===== config.mk =====
export PLATFORM = sky130hd
export DESIGN_NAME = l2s_loop_ctrl_flat
export DESIGN_NICKNAME = d
export VERILOG_FILES = /design/src/rtl/l2s_loop_ctrl_if.sv /design/src/rtl/l2s_loop_ctrl.sv /design/src/flat_wrapper.sv
export SDC_FILE = /design/constraint.sdc
export NUM_CORES = 1
export LEC_CHECK = 0
export ABC_AREA = 1
export CORE_MARGIN = 5
export CORE_UTILIZATION = 25
export DETAILED_ROUTE_END_ITERATION = 12
export SYNTH_ARGS = -nofsm -noshare
export SYNTH_HDL_FRONTEND = slang
export SYNTH_SLANG_ARGS = --single-unit

===== constraint.sdc =====
create_clock -name clk -period 1.5 [get_ports clk]
set_input_delay 0.3 -clock clk [delete_from_list [all_inputs] [get_ports clk]]
set_output_delay 0.3 -clock clk [all_outputs]
set_load 0.01 [all_outputs]

===== src/rtl/l2s_loop_ctrl_if.sv =====
// Bundle of the monitored-state inputs and loop-status outputs of l2s_loop_ctrl.
// The master side drives state/requests; the slave side is the loop controller.
interface l2s_loop_ctrl_if #(
    parameter int STATE_W = 7,
    parameter int LEN_W   = 8
);
    logic               loop_start;
    logic [STATE_W-1:0] state_in;
    logic               bad_in;
    logic               loop_active;
    logic               loop_closed;
    logic               done;
    logic               bad_seen;
    logic               violation;
    logic               violation_sticky;
    logic [LEN_W-1:0]   cycle_len;

    modport master (
        output loop_start,
        output state_in,
        output bad_in,
        input  loop_active,
        input  loop_closed,
        input  done,
        input  bad_seen,
        input  violation,
        input  violation_sticky,
        input  cycle_len
    );

    modport slave (
        input  loop_start,
        input  state_in,
        input  bad_in,
        output loop_active,
        output loop_closed,
        output done,
        output bad_seen,
        output violation,
        output violation_sticky,
        output cycle_len
    );
endinterface


===== src/rtl/l2s_loop_ctrl.sv =====
// Liveness-to-safety loop controller: snapshots a loop head, watches for the state to recur
// and flags a fair-violating lasso. Define L2S_CYCLE_LEN_EN to include the cycle_len counter.
module l2s_loop_ctrl #(
    parameter int STATE_W = 7,
    parameter int LEN_W   = 8
) (
    input  logic           clk,
    input  logic           rst,
    l2s_loop_ctrl_if.slave bus
);

    typedef enum logic [1:0] {
        ST_IDLE   = 2'd0,
        ST_TRACK  = 2'd1,
        ST_CLOSED = 2'd2
    } state_t;

    state_t             state_q, state_d;
    logic [STATE_W-1:0] snap_q, snap_d;
    logic               bad_seen_q, bad_seen_d;
    logic               sticky_q, sticky_d;
    logic               closed_s;
    logic               viol_s;

    // Loop closure and violation detection against the held snapshot
    always_comb begin
        closed_s = 1'b0;
        if ((state_q == ST_TRACK) && (bus.state_in == snap_q)) begin
            closed_s = 1'b1;
        end else begin
            closed_s = 1'b0;
        end
        // bad_in of the closing cycle itself is deliberately not part of the lasso
        viol_s = closed_s & bad_seen_q;
    end

    // Next-state and register update logic
    always_comb begin
        state_d    = state_q;
        snap_d     = snap_q;
        bad_seen_d = bad_seen_q;
        sticky_d   = sticky_q;
        case (state_q)
            ST_IDLE: begin
                if (bus.loop_start) begin
                    state_d    = ST_TRACK;
                    snap_d     = bus.state_in;
                    bad_seen_d = bus.bad_in;
                end else begin
                    state_d    = ST_IDLE;
                end
            end
            ST_TRACK: begin
                bad_seen_d = bad_seen_q | bus.bad_in;
                if (closed_s) begin
                    state_d  = ST_CLOSED;
                    sticky_d = sticky_q | viol_s;
                end else begin
                    state_d  = ST_TRACK;
                end
            end
            ST_CLOSED: begin
                state_d = ST_CLOSED;
            end
            default: begin
                state_d = ST_IDLE;
            end
        endcase
    end

    // State, snapshot and flag registers
    always_ff @(posedge clk or negedge rst) begin
        if (!rst) begin
            state_q    <= ST_IDLE;
            snap_q     <= {STATE_W{1'b0}};
            bad_seen_q <= 1'b0;
            sticky_q   <= 1'b0;
        end else begin
            state_q    <= state_d;
            snap_q     <= snap_d;
            bad_seen_q <= bad_seen_d;
            sticky_q   <= sticky_d;
        end
    end

`ifdef L2S_CYCLE_LEN_EN
    logic [LEN_W-1:0] len_q, len_d;

    function automatic logic [LEN_W-1:0] sat_inc(input logic [LEN_W-1:0] v);
        if (&v) begin
            return v;
        end else begin
            return v + LEN_W'(1);
        end
    endfunction

    // Cycle length: 1 on capture, saturating count while tracking
    always_comb begin
        len_d = len_q;
        case (state_q)
            ST_IDLE: begin
                if (bus.loop_start) begin
                    len_d = LEN_W'(1);
                end else begin
                    len_d = len_q;
                end
            end
            ST_TRACK: begin
                len_d = sat_inc(len_q);
            end
            default: begin
                len_d = len_q;
            end
        endcase
    end

    // Cycle length register
    always_ff @(posedge clk or negedge rst) begin
        if (!rst) begin
            len_q <= {LEN_W{1'b0}};
        end else begin
            len_q <= len_d;
        end
    end

    assign bus.cycle_len = len_q;
`else
    assign bus.cycle_len = {LEN_W{1'b0}};
`endif

    // Status outputs decoded from the registered state
    always_comb begin
        bus.loop_active      = 1'b0;
        bus.done             = 1'b0;
        bus.loop_closed      = closed_s;
        bus.violation        = viol_s;
        bus.bad_seen         = bad_seen_q;
        bus.violation_sticky = sticky_q;
        if (state_q == ST_TRACK) begin
            bus.loop_active = 1'b1;
        end else begin
            bus.loop_active = 1'b0;
        end
        if (state_q == ST_CLOSED) begin
            bus.done = 1'b1;
        end else begin
            bus.done = 1'b0;
        end
    end

endmodule


===== src/flat_wrapper.sv =====
// flat-port wrapper written by rule: the top's interface ports become plain ports
module l2s_loop_ctrl_flat 
#(
    parameter int STATE_W = 7,
    parameter int LEN_W   = 8
)
  (clk, rst, bus_loop_start, bus_state_in, bus_bad_in, bus_loop_active, bus_loop_closed, bus_done, bus_bad_seen, bus_violation, bus_violation_sticky, bus_cycle_len);
  l2s_loop_ctrl_if #(.STATE_W(STATE_W), .LEN_W(LEN_W)) bus_i ();
  input  logic clk;
  input  logic rst;
  input wire logic [$bits(bus_i.loop_start)-1:0] bus_loop_start;
  input wire logic [$bits(bus_i.state_in)-1:0] bus_state_in;
  input wire logic [$bits(bus_i.bad_in)-1:0] bus_bad_in;
  output wire logic [$bits(bus_i.loop_active)-1:0] bus_loop_active;
  output wire logic [$bits(bus_i.loop_closed)-1:0] bus_loop_closed;
  output wire logic [$bits(bus_i.done)-1:0] bus_done;
  output wire logic [$bits(bus_i.bad_seen)-1:0] bus_bad_seen;
  output wire logic [$bits(bus_i.violation)-1:0] bus_violation;
  output wire logic [$bits(bus_i.violation_sticky)-1:0] bus_violation_sticky;
  output wire logic [$bits(bus_i.cycle_len)-1:0] bus_cycle_len;
  assign bus_i.loop_start = bus_loop_start;
  assign bus_i.state_in = bus_state_in;
  assign bus_i.bad_in = bus_bad_in;
  assign bus_loop_active = bus_i.loop_active;
  assign bus_loop_closed = bus_i.loop_closed;
  assign bus_done = bus_i.done;
  assign bus_bad_seen = bus_i.bad_seen;
  assign bus_violation = bus_i.violation;
  assign bus_violation_sticky = bus_i.violation_sticky;
  assign bus_cycle_len = bus_i.cycle_len;
  l2s_loop_ctrl #(.STATE_W(STATE_W), .LEN_W(LEN_W)) u_core (.clk(clk), .rst(rst), .bus(bus_i));
endmodule

After elaboration in Yosys (flattened, before gate mapping)
Index checks and enable logic that the tools add are counted.
{"block": "word_totals", "ff_bits": 11, "inputBits": 11, "output_inout_bits": 14, "wordCells": 25}
{"block": "op_classes", "eq_ne": 4, "muxes": 8, "bitwise": 3, "n_reduce_logical": 6}
{"op": "$eq A7 B7 Y1", "count": 1}
{"op": "$pmux W2 S3", "count": 1}
{"op": "$reduce_and A2 Y1", "count": 3}
{"op": "$mux W1", "count": 5}
{"op": "$eq A2 B1 Y1 const B", "count": 1}
{"op": "$eq A2 B2 Y1 const B", "count": 1}
{"op": "$logic_not A2 Y1", "count": 1}
{"op": "$mux W2", "count": 1}
{"op": "$ne A2 B2 Y1 const B", "count": 1}
{"op": "$or A1 B1 Y1", "count": 2}
{"op": "$pmux W1 S2", "count": 1}
{"op": "$reduce_bool A2 Y1", "count": 1}
{"op": "$and A1 B1 Y1", "count": 1}
{"op": "$logic_and A1 B1 Y1", "count": 1}

Logic depth before layout (Yosys ltp)
Gate-level depths: netlist of run 1.
{"block": "logic_depth", "depth_word": 5, "mapped_depth": 8, "ltp_nobuf": 8}

Worst setup path after synthesis of run 1
Ideal clock, no wire load.
{"block": "synth_path", "path_kind": "register -> output", "start": "reg u_core.snap_q[1]", "end": "out bus_violation", "arrival_ns": 0.910, "t_required_ns": 1.200, "path_slack_ns": 0.290, "stages_incl_launch_ff": 6, "cell_sequence": "dfrtp_1 -> xnor2_1 -> nand3_1 -> nor2_2 -> nand3_1 -> inv_1"}
{"block": "synth_between", "elab_chain_len": 4}
{"element": "from (decl)", "line_no": "l2s_loop_ctrl.sv:19", "source": "logic [STATE_W-1:0] snap_q, snap_d;"}
{"element": "from (signal assigned)", "line_no": "l2s_loop_ctrl.sv:75", "source": "snap_q <= {STATE_W{1'b0}};"}
{"element": "from (signal assigned)", "line_no": "l2s_loop_ctrl.sv:80", "source": "snap_q <= snap_d;"}
{"element": "$eq A7 B7 Y1", "line_no": "l2s_loop_ctrl.sv:28", "source": "if ((state_q == ST_TRACK) && (bus.state_in == snap_q)) begin"}
{"element": "$logic_and A1 B1 Y1", "line_no": "l2s_loop_ctrl.sv:28"}
{"element": "$mux W1", "line_no": "l2s_loop_ctrl.sv:28"}
{"element": "$and A1 B1 Y1", "line_no": "l2s_loop_ctrl.sv:34", "source": "viol_s = closed_s & bad_seen_q;"}
{"element": "to (decl)", "line_no": "flat_wrapper.sv:18", "source": "output wire logic [$bits(bus_i.violation)-1:0] bus_violation;"}
Every way passes these cells.

Worst setup path in the final report of run 1
{"block": "layout_path", "start": "in bus_state_in[0]", "end": "out bus_violation"}
{"block": "layout_between", "elab_chain_len": 4}
{"element": "from (decl)", "line_no": "flat_wrapper.sv:12", "source": "input wire logic [$bits(bus_i.state_in)-1:0] bus_state_in;"}
{"element": "$eq A7 B7 Y1", "line_no": "l2s_loop_ctrl.sv:28"}
{"element": "$logic_and A1 B1 Y1", "line_no": "l2s_loop_ctrl.sv:28"}
{"element": "$mux W1", "line_no": "l2s_loop_ctrl.sv:28"}
{"element": "$and A1 B1 Y1", "line_no": "l2s_loop_ctrl.sv:34"}
Every way passes these cells.

==> results of run 1 <==
-- worst max-delay path, delay by kind of cell --
kind | cells | cell delay, ns
buffers and inverters | 4 | 0.64
AND/OR/NAND/NOR | 5 | 0.43
-- synth_stat cells --
| cell | instances |
|---|---|
| nor2_2 | 1 |
| inv_1 | 19 |
| o21ai_0 | 8 |
| nand2_1 | 32 |
| xnor2_1 | 1 |
| buf_6 | 1 |
| nand3_1 | 2 |
| nand3_4 | 1 |
| o21ai_1 | 1 |
| nor2_4 | 1 |
| buf_4 | 8 |
| conb_1 | 1 |
| dfrtp_1 | 11 |
| nor2_1 | 3 |
-- sequential cells by signal, summed over array words and instances, names as in the netlist --
name and count:
u_core.state_q 2, u_core.bus.bad_seen 1, u_core.bus.violation_sticky 1, u_core.snap_q 7
-- final timing paths --
kind / start / to / slack [ns] / cells past startpoint
hold / removal: rst / u_core.snap_q[2] / 0.37 / 1
setup reg to reg: u_core.state_q[0] / u_core.bus.bad_seen / 0.41 / 6
setup / recovery: bus_state_in[0] / bus_violation / -0.17 / 9
min in group clk: bus_state_in[1] / u_core.snap_q[1] / 0.40 / 3
hold reg to reg: u_core.bus.violation_sticky / u_core.bus.violation_sticky / 0.46 / 2
max in group asynchronous: rst / u_core.snap_q[0] / 0.78 / 1
-- power groups by stage --
stage / combinational (mW) / sequential (mW) / clock, mW
after floorplan: 0.328 / 0.482 / 0
after global placement: 0.482 / 0.484 / 0
after detailed placement: 0.498 / 0.495 / 0
after CTS: 0.478 / 0.488 / 0.221
after global routing: 0.589 / 0.505 / 0.241
final: 0.508 / 0.489 / 0.210
-- cell usage in the layout (no fill, tap or decap) --
| master | n |
|---|---|
| dfrtp_1 | 11 |
| conb_1 | 8 |
| nand3_4 | 1 |
| xnor2_1 | 1 |
| nand2_2 | 1 |
| nor2_4 | 2 |
| dlygate4sd2_1 | 8 |
| clkdlybuf4s50_1 | 4 |
| clkbuf_1 | 1 |
| nand2_1 | 31 |
| nor2_1 | 3 |
| clkdlybuf4s15_1 | 1 |
| buf_6 | 2 |
| dlymetal6s2s_1 | 1 |
| nand3_2 | 2 |
| o21ai_1 | 1 |
| clkbuf_4 | 3 |
| o21ai_0 | 8 |
| inv_1 | 16 |
| inv_2 | 3 |
| buf_4 | 6 |
-- routing by layer --
| metal | global-route usage [%] | up-vias | part of all wire (%) |
|---|---|---|---|
| met2 | 11.48 | 14 | 46 |
| met3 | 3.774 | 2 | 7.4 |
| met4 | 3.715 | 0 | 1.3 |
| met1 | 10.19 | 239 | 45 |
| li1 | - | 297 | - |
| met5 | 0 | - | 0 |
-- logic make-up (layout without fill, tap and decap cells) --
kind of cell	count (synthesis)	after routing	synth area share (%)
AOI/OAI and AO/OA	9	9	6.909
xor gates and xnor gates	1	1	1.344
buffers and inverters	28	45	21.88
DFF	11	11	42.23
other	1	8	0.5753
and+or+nand+nor	40	40	27.06
-- final cells by class --
cell class / instances / area (um^2)
Fill cell: 270 / 1589
Multi-Input combinational cell: 58 / 277.8
Sequential cell: 11 / 275.3
Timing Repair Buffer: 22 / 200.2
Inverter: 19 / 71.32
Tap cell: 30 / 37.54
Clock buffer: 4 / 26.28
-- metrics by stage --
stage / setup slack (ns) / TNS [ns] / power, mW
finish: -0.1659 / -0.3042 / 1.207
global route: -0.2796 / -0.5344 / 1.336
CTS: -0.2141 / -0.3862 / 1.187
detailed placement: -0.7444 / -1.443 / 0.9933
global placement: -0.7159 / -1.385 / 0.9664
floorplan: 0.2896 / 0 / 0.8092
-- timing repair --
| item | CTS | global route |
|---|---|---|
| setup endpoints to repair | 5 | 4 |
| gates cloned | 0 | 0 |
| pin swaps | 10 | 7 |
| resized for setup | 17 | 11 |
| setup buffers | 0 | 2 |
==> metrics.txt, run 1 <==
register area share after synthesis 42.23%; final RePlAce weighted congestion 0.6790; DP Wirelength roughly 1.0 mm; DRC 0; Final ANT Viol Nets 0; FP Rows 18; headroom to the max-slew limit 65.20%; register bit total from synthesis 11; main area contributors after synthesis dfrtp_1 (42%), nand2_1 (18%), inv_1 (11%); cts hold-fix bufs 0; number of H-tree levels 1; clock share of power 17.4%; die area 0.003729 mm^2; Hold WS between 0.3 and 0.4 ns; Final Util between 30% and 40%; CP max stage cell clkdlybuf4s50_1; fin crit period between 1.5 and 2 ns; Die Span Y slightly above 60 um; Achievable Freq 600.3 MHz; crit path kind in -> out; setup slack after layout -0.1659 ns; area delta synth->final 36.28%; clock-pin slew on the worst setup and hold paths approximately 0.08 ns; fin cells 144; final setup fails 2; CTS tree yes; Hold Fails Final Rpt 0; critical-path cell list clkdlybuf4s50_1 > inv_1 > nand2_1 > nand2_1 > nand3_2 > nor2_4 > nand3_2 > inv_2 > buf_6; initial antenna violation count 0; Sw Share 38.06%; Hold Crit Class in -> async; placed cells 138; number of buffers created by CTS 3; Post-DP Area around 830 um^2; worst-skew pair later-pin latency approximately 0.27 ns; CP Launch Type input port; Net Sw Power 0.4593 mW; Critical Path Max Stage Delay 0.41 ns; status finished with violations; fraction of layout cells with a size suffix above 1 about 18%; final wirelength between 1 and 1.5 mm; vias in the first global route 500; Total GRT Usage 8.019%; Internal 0.7474 mW; first-pass GRT wire length between 2 and 2.5 mm; Pwr Density 1358 mW/mm^2; Gate power share about 42%; CP required 1.20 ns; Die W 61.07 um; Design Area, Final just under 900 um^2; Worst EP arrival 1.37 ns; RSZ-0062 raised after global routing yes; Layout Skew roughly 0.0018 ns; Synth Instances 90; mapped cell area 651.9 um^2; total gr overflow 0; Setup crit end kind output port; Sink Count 11; vias after detailed routing 552; largest net degree at the start of global routing 17; CTS root buf clkbuf_4; DRT iter0 DRCs 13; yosys warns 0; IO Port Bufs 16; iteration count of the initial detailed-routing pass 3; # IOs 25; Yosys cell types 14; failing checks setup timing; fin nets ~130; Syn Area/Cell 7.243 um^2; final worst-path cycle share 111.1%; Via-to-Cell Ratio 3.833; VDD IR-drop max 0.0004959 V; # diodes 0; Max Cap Viol 0; Max FO, Critical Path 3; Core Area 0.002477 mm^2; Worst Tran Pin Value ~0.52 ns; Slew Viols, Final 0; wire per inst 8.958 um; Initial Utilization 26.31%; leakage approximately 0.5 nW; Synth top area share 42.23%; top cell type by total area after synthesis dfrtp_1; sequential share of power 40.5%; CTS max path bufs 2
Power figures use the tool's default switching activity.
==> run 2, diff against run 1 <==
Settings changed: PLACE_DENSITY from default to 0.5.
==> run 2 against run 1 <==
Against the previous run: the flow still finishes with violations (setup timing); sequential power hardly changed; critical path depth stayed put; sequential share of layout area is 1.8 points lower; power is 2.5% higher; worst setup slack better by 0.013 ns; core utilization is 2.2 points higher; combinational power is 8.7% higher; final area is 6.2% higher; clock skew hardly changed; fmax is 0.80% higher; register-to-register slack worse by 0.26 ns; critical endpoint is now bus_loop_closed.
==> metrics.txt, run 2 (synthesis gave the netlist of run 1 again) <==
status finished with violations; failing checks setup timing; Die Span Y 61.07 um; CTS max path bufs 2; most frequent cells in the layout nand2_1 (31), inv_1 (18), dfrtp_1 (11); vias in the first global route 606; leakage approximately 0.55 nW; Core Area 0.002477 mm^2; Setup crit end kind output port; clock share of power 15.9%; total gr overflow 0; headroom to the max-slew limit 66.43%; final worst-path cycle share 110.2%; CP top delay family simple AND/OR/NAND/NOR gates; largest register by flop count u_core.snap_q; final setup fails 2; Hold Fails Final Rpt 0; clock-pin slew on the worst setup and hold paths ~0.07 ns; Pwr Density 1311 mW/mm^2; Final ANT Viol Nets 0; CP max stage cell dfrtp_1; Via-to-Cell Ratio 3.874; dominant cell type by count on the critical path nand2_1; setup slack after layout -0.1527 ns; Sw Share between 30% and 40%; IO Port Bufs 16; DP Wirelength 1.021 mm; fin cells 151; Critical Path Max Stage Delay ~0.37 ns; DRC 0; fraction of layout cells with a size suffix above 1 20.66%; number of H-tree levels 1; Gate power share approximately 45%; Buf/Inv on CP 3; Die W 61.07 um; VDD IR-drop max between 0.0006 and 0.0007 V; Internal approximately 0.79 mW; placed cells roughly 140; CP required 1.20 ns; FP Rows 18; vias after detailed routing 585; Initial Utilization a little over a quarter; max reg flops 7; most common cell after layout, fill and taps aside nand2_1; largest registers u_core.snap_q x7, u_core.state_q x2; # diodes 0; Worst Tran Pin Value between 0.5 and 0.6 ns; CTS root buf clkbuf_4; Hold Crit Class in -> reg; Net Sw Power 0.4510 mW; critical-path cell list inv_1 > nand2_1 > nand2_1 > nor2_1 > nand2_1 > nor2_4 > nand2_1 > inv_1 > buf_2; # IOs 25; iteration count of the initial detailed-routing pass 4; RSZ-0062 raised after global routing yes; Max Cap Viol 0; Sink Count 11; Layout Skew approximately 0.0021 ns; first-pass GRT wire length 2.373 mm; CTS tree yes; number of buffers created by CTS 3; Total GRT Usage 8.413%; initial antenna violation count 0; final RePlAce weighted congestion between 0.6 and 0.7; Max FO, Critical Path 3; DRT iter0 DRCs 32; Achievable Freq 605.1 MHz; Worst EP arrival 1.35 ns; worst-skew pair later-pin latency 0.26 ns; largest net degree at the start of global routing 17; fin crit period between 1.5 and 2 ns; crit path kind reg -> out; fin nets 133; cts hold-fix bufs 0; Slew Viols, Final 0; area delta synth->final 44.72%; die area roughly 0.0037 mm^2; post-place setup slack -0.7316 ns; final wirelength around 1.3 mm; sequential share of power 39.5%; Hold WS about 0.35 ns; wire per inst 8.901 um; CP Launch Type register
run 2: cell type report:
| cell class | instances | area [um^2] |
|---|---|---|
| fillers | 267 | 1534 |
| flip-flops and latches | 11 | 275.3 |
| multi-input cells | 58 | 272.8 |
| repair buffers | 29 | 260.3 |
| inverters | 19 | 71.32 |
| well taps | 30 | 37.54 |
| clock buffers | 4 | 26.28 |
run 2: path summary, 6_finish.rpt:
| kind | depth (start not counted) | endpoint | slack, ns | startpoint |
|---|---|---|---|---|
| setup / recovery | 9 | bus_loop_closed | -0.15 | u_core.snap_q[2] |
| hold / removal | 3 | u_core.snap_q[5] | 0.35 | bus_state_in[5] |
| setup reg to reg | 11 | u_core.bus.violation_sticky | 0.15 | u_core.snap_q[2] |
| hold reg to reg | 2 | u_core.bus.violation_sticky | 0.47 | u_core.bus.violation_sticky |
| max in group asynchronous | 1 | u_core.snap_q[2] | 0.80 | rst |
| min in group asynchronous | 1 | u_core.snap_q[6] | 0.37 | rst |
run 2: power groups by stage:
stage	registers (mW)	logic [mW]	clock network [mW]
global route	0.505	0.640	0.221
finish	0.488	0.552	0.197
CTS	0.487	0.531	0.209
floorplan	0.482	0.328	0
detailed placement	0.493	0.525	0
global placement	0.485	0.515	0
run 2: worst reg2reg max path, stage by stage (launching register included):
cell	delay, ns
dfrtp_1	0.37
inv_1	0.05
nand2_1	0.06
nand2_1	0.05
nor2_1	0.10
nand2_1	0.09
nor2_4	0.11
nand3_2	0.10
buf_6	0.13
buf_6	0.10
buf_6	0.10
nand2_2	0.04
run 2: what timing repair did:
item,in CTS,in global routing
resized for setup,20,11
buffers inserted,6,3
endpoints found under the setup margin,4,5
pin swaps,7,5
run 2: through the flow:
step	area (um^2)	utilization (%)	setup TNS, ns	total power [mW]
3_5_place_dp	864.6	34.90	-1.639	1.018
4_1_cts	925.9	37.37	-0.4737	1.227
5_1_grt	943.4	38.08	-0.6282	1.366
3_3_place_gp	864.6	34.90	-1.565	1.001
6_report	943.4	38.08	-0.3024	1.236
2_1_floorplan	678.2	-	0	0.8092
run 2: routing by layer:
metal,wire length [um],global-route usage (%),share of wire [%],up-vias
met5,0,0,0,-
met4,13,2.786,0.97,0
met3,88,2.725,6.5,2
met2,716,14.50,53,17
met1,526,9.819,39,258
li1,-,-,-,308
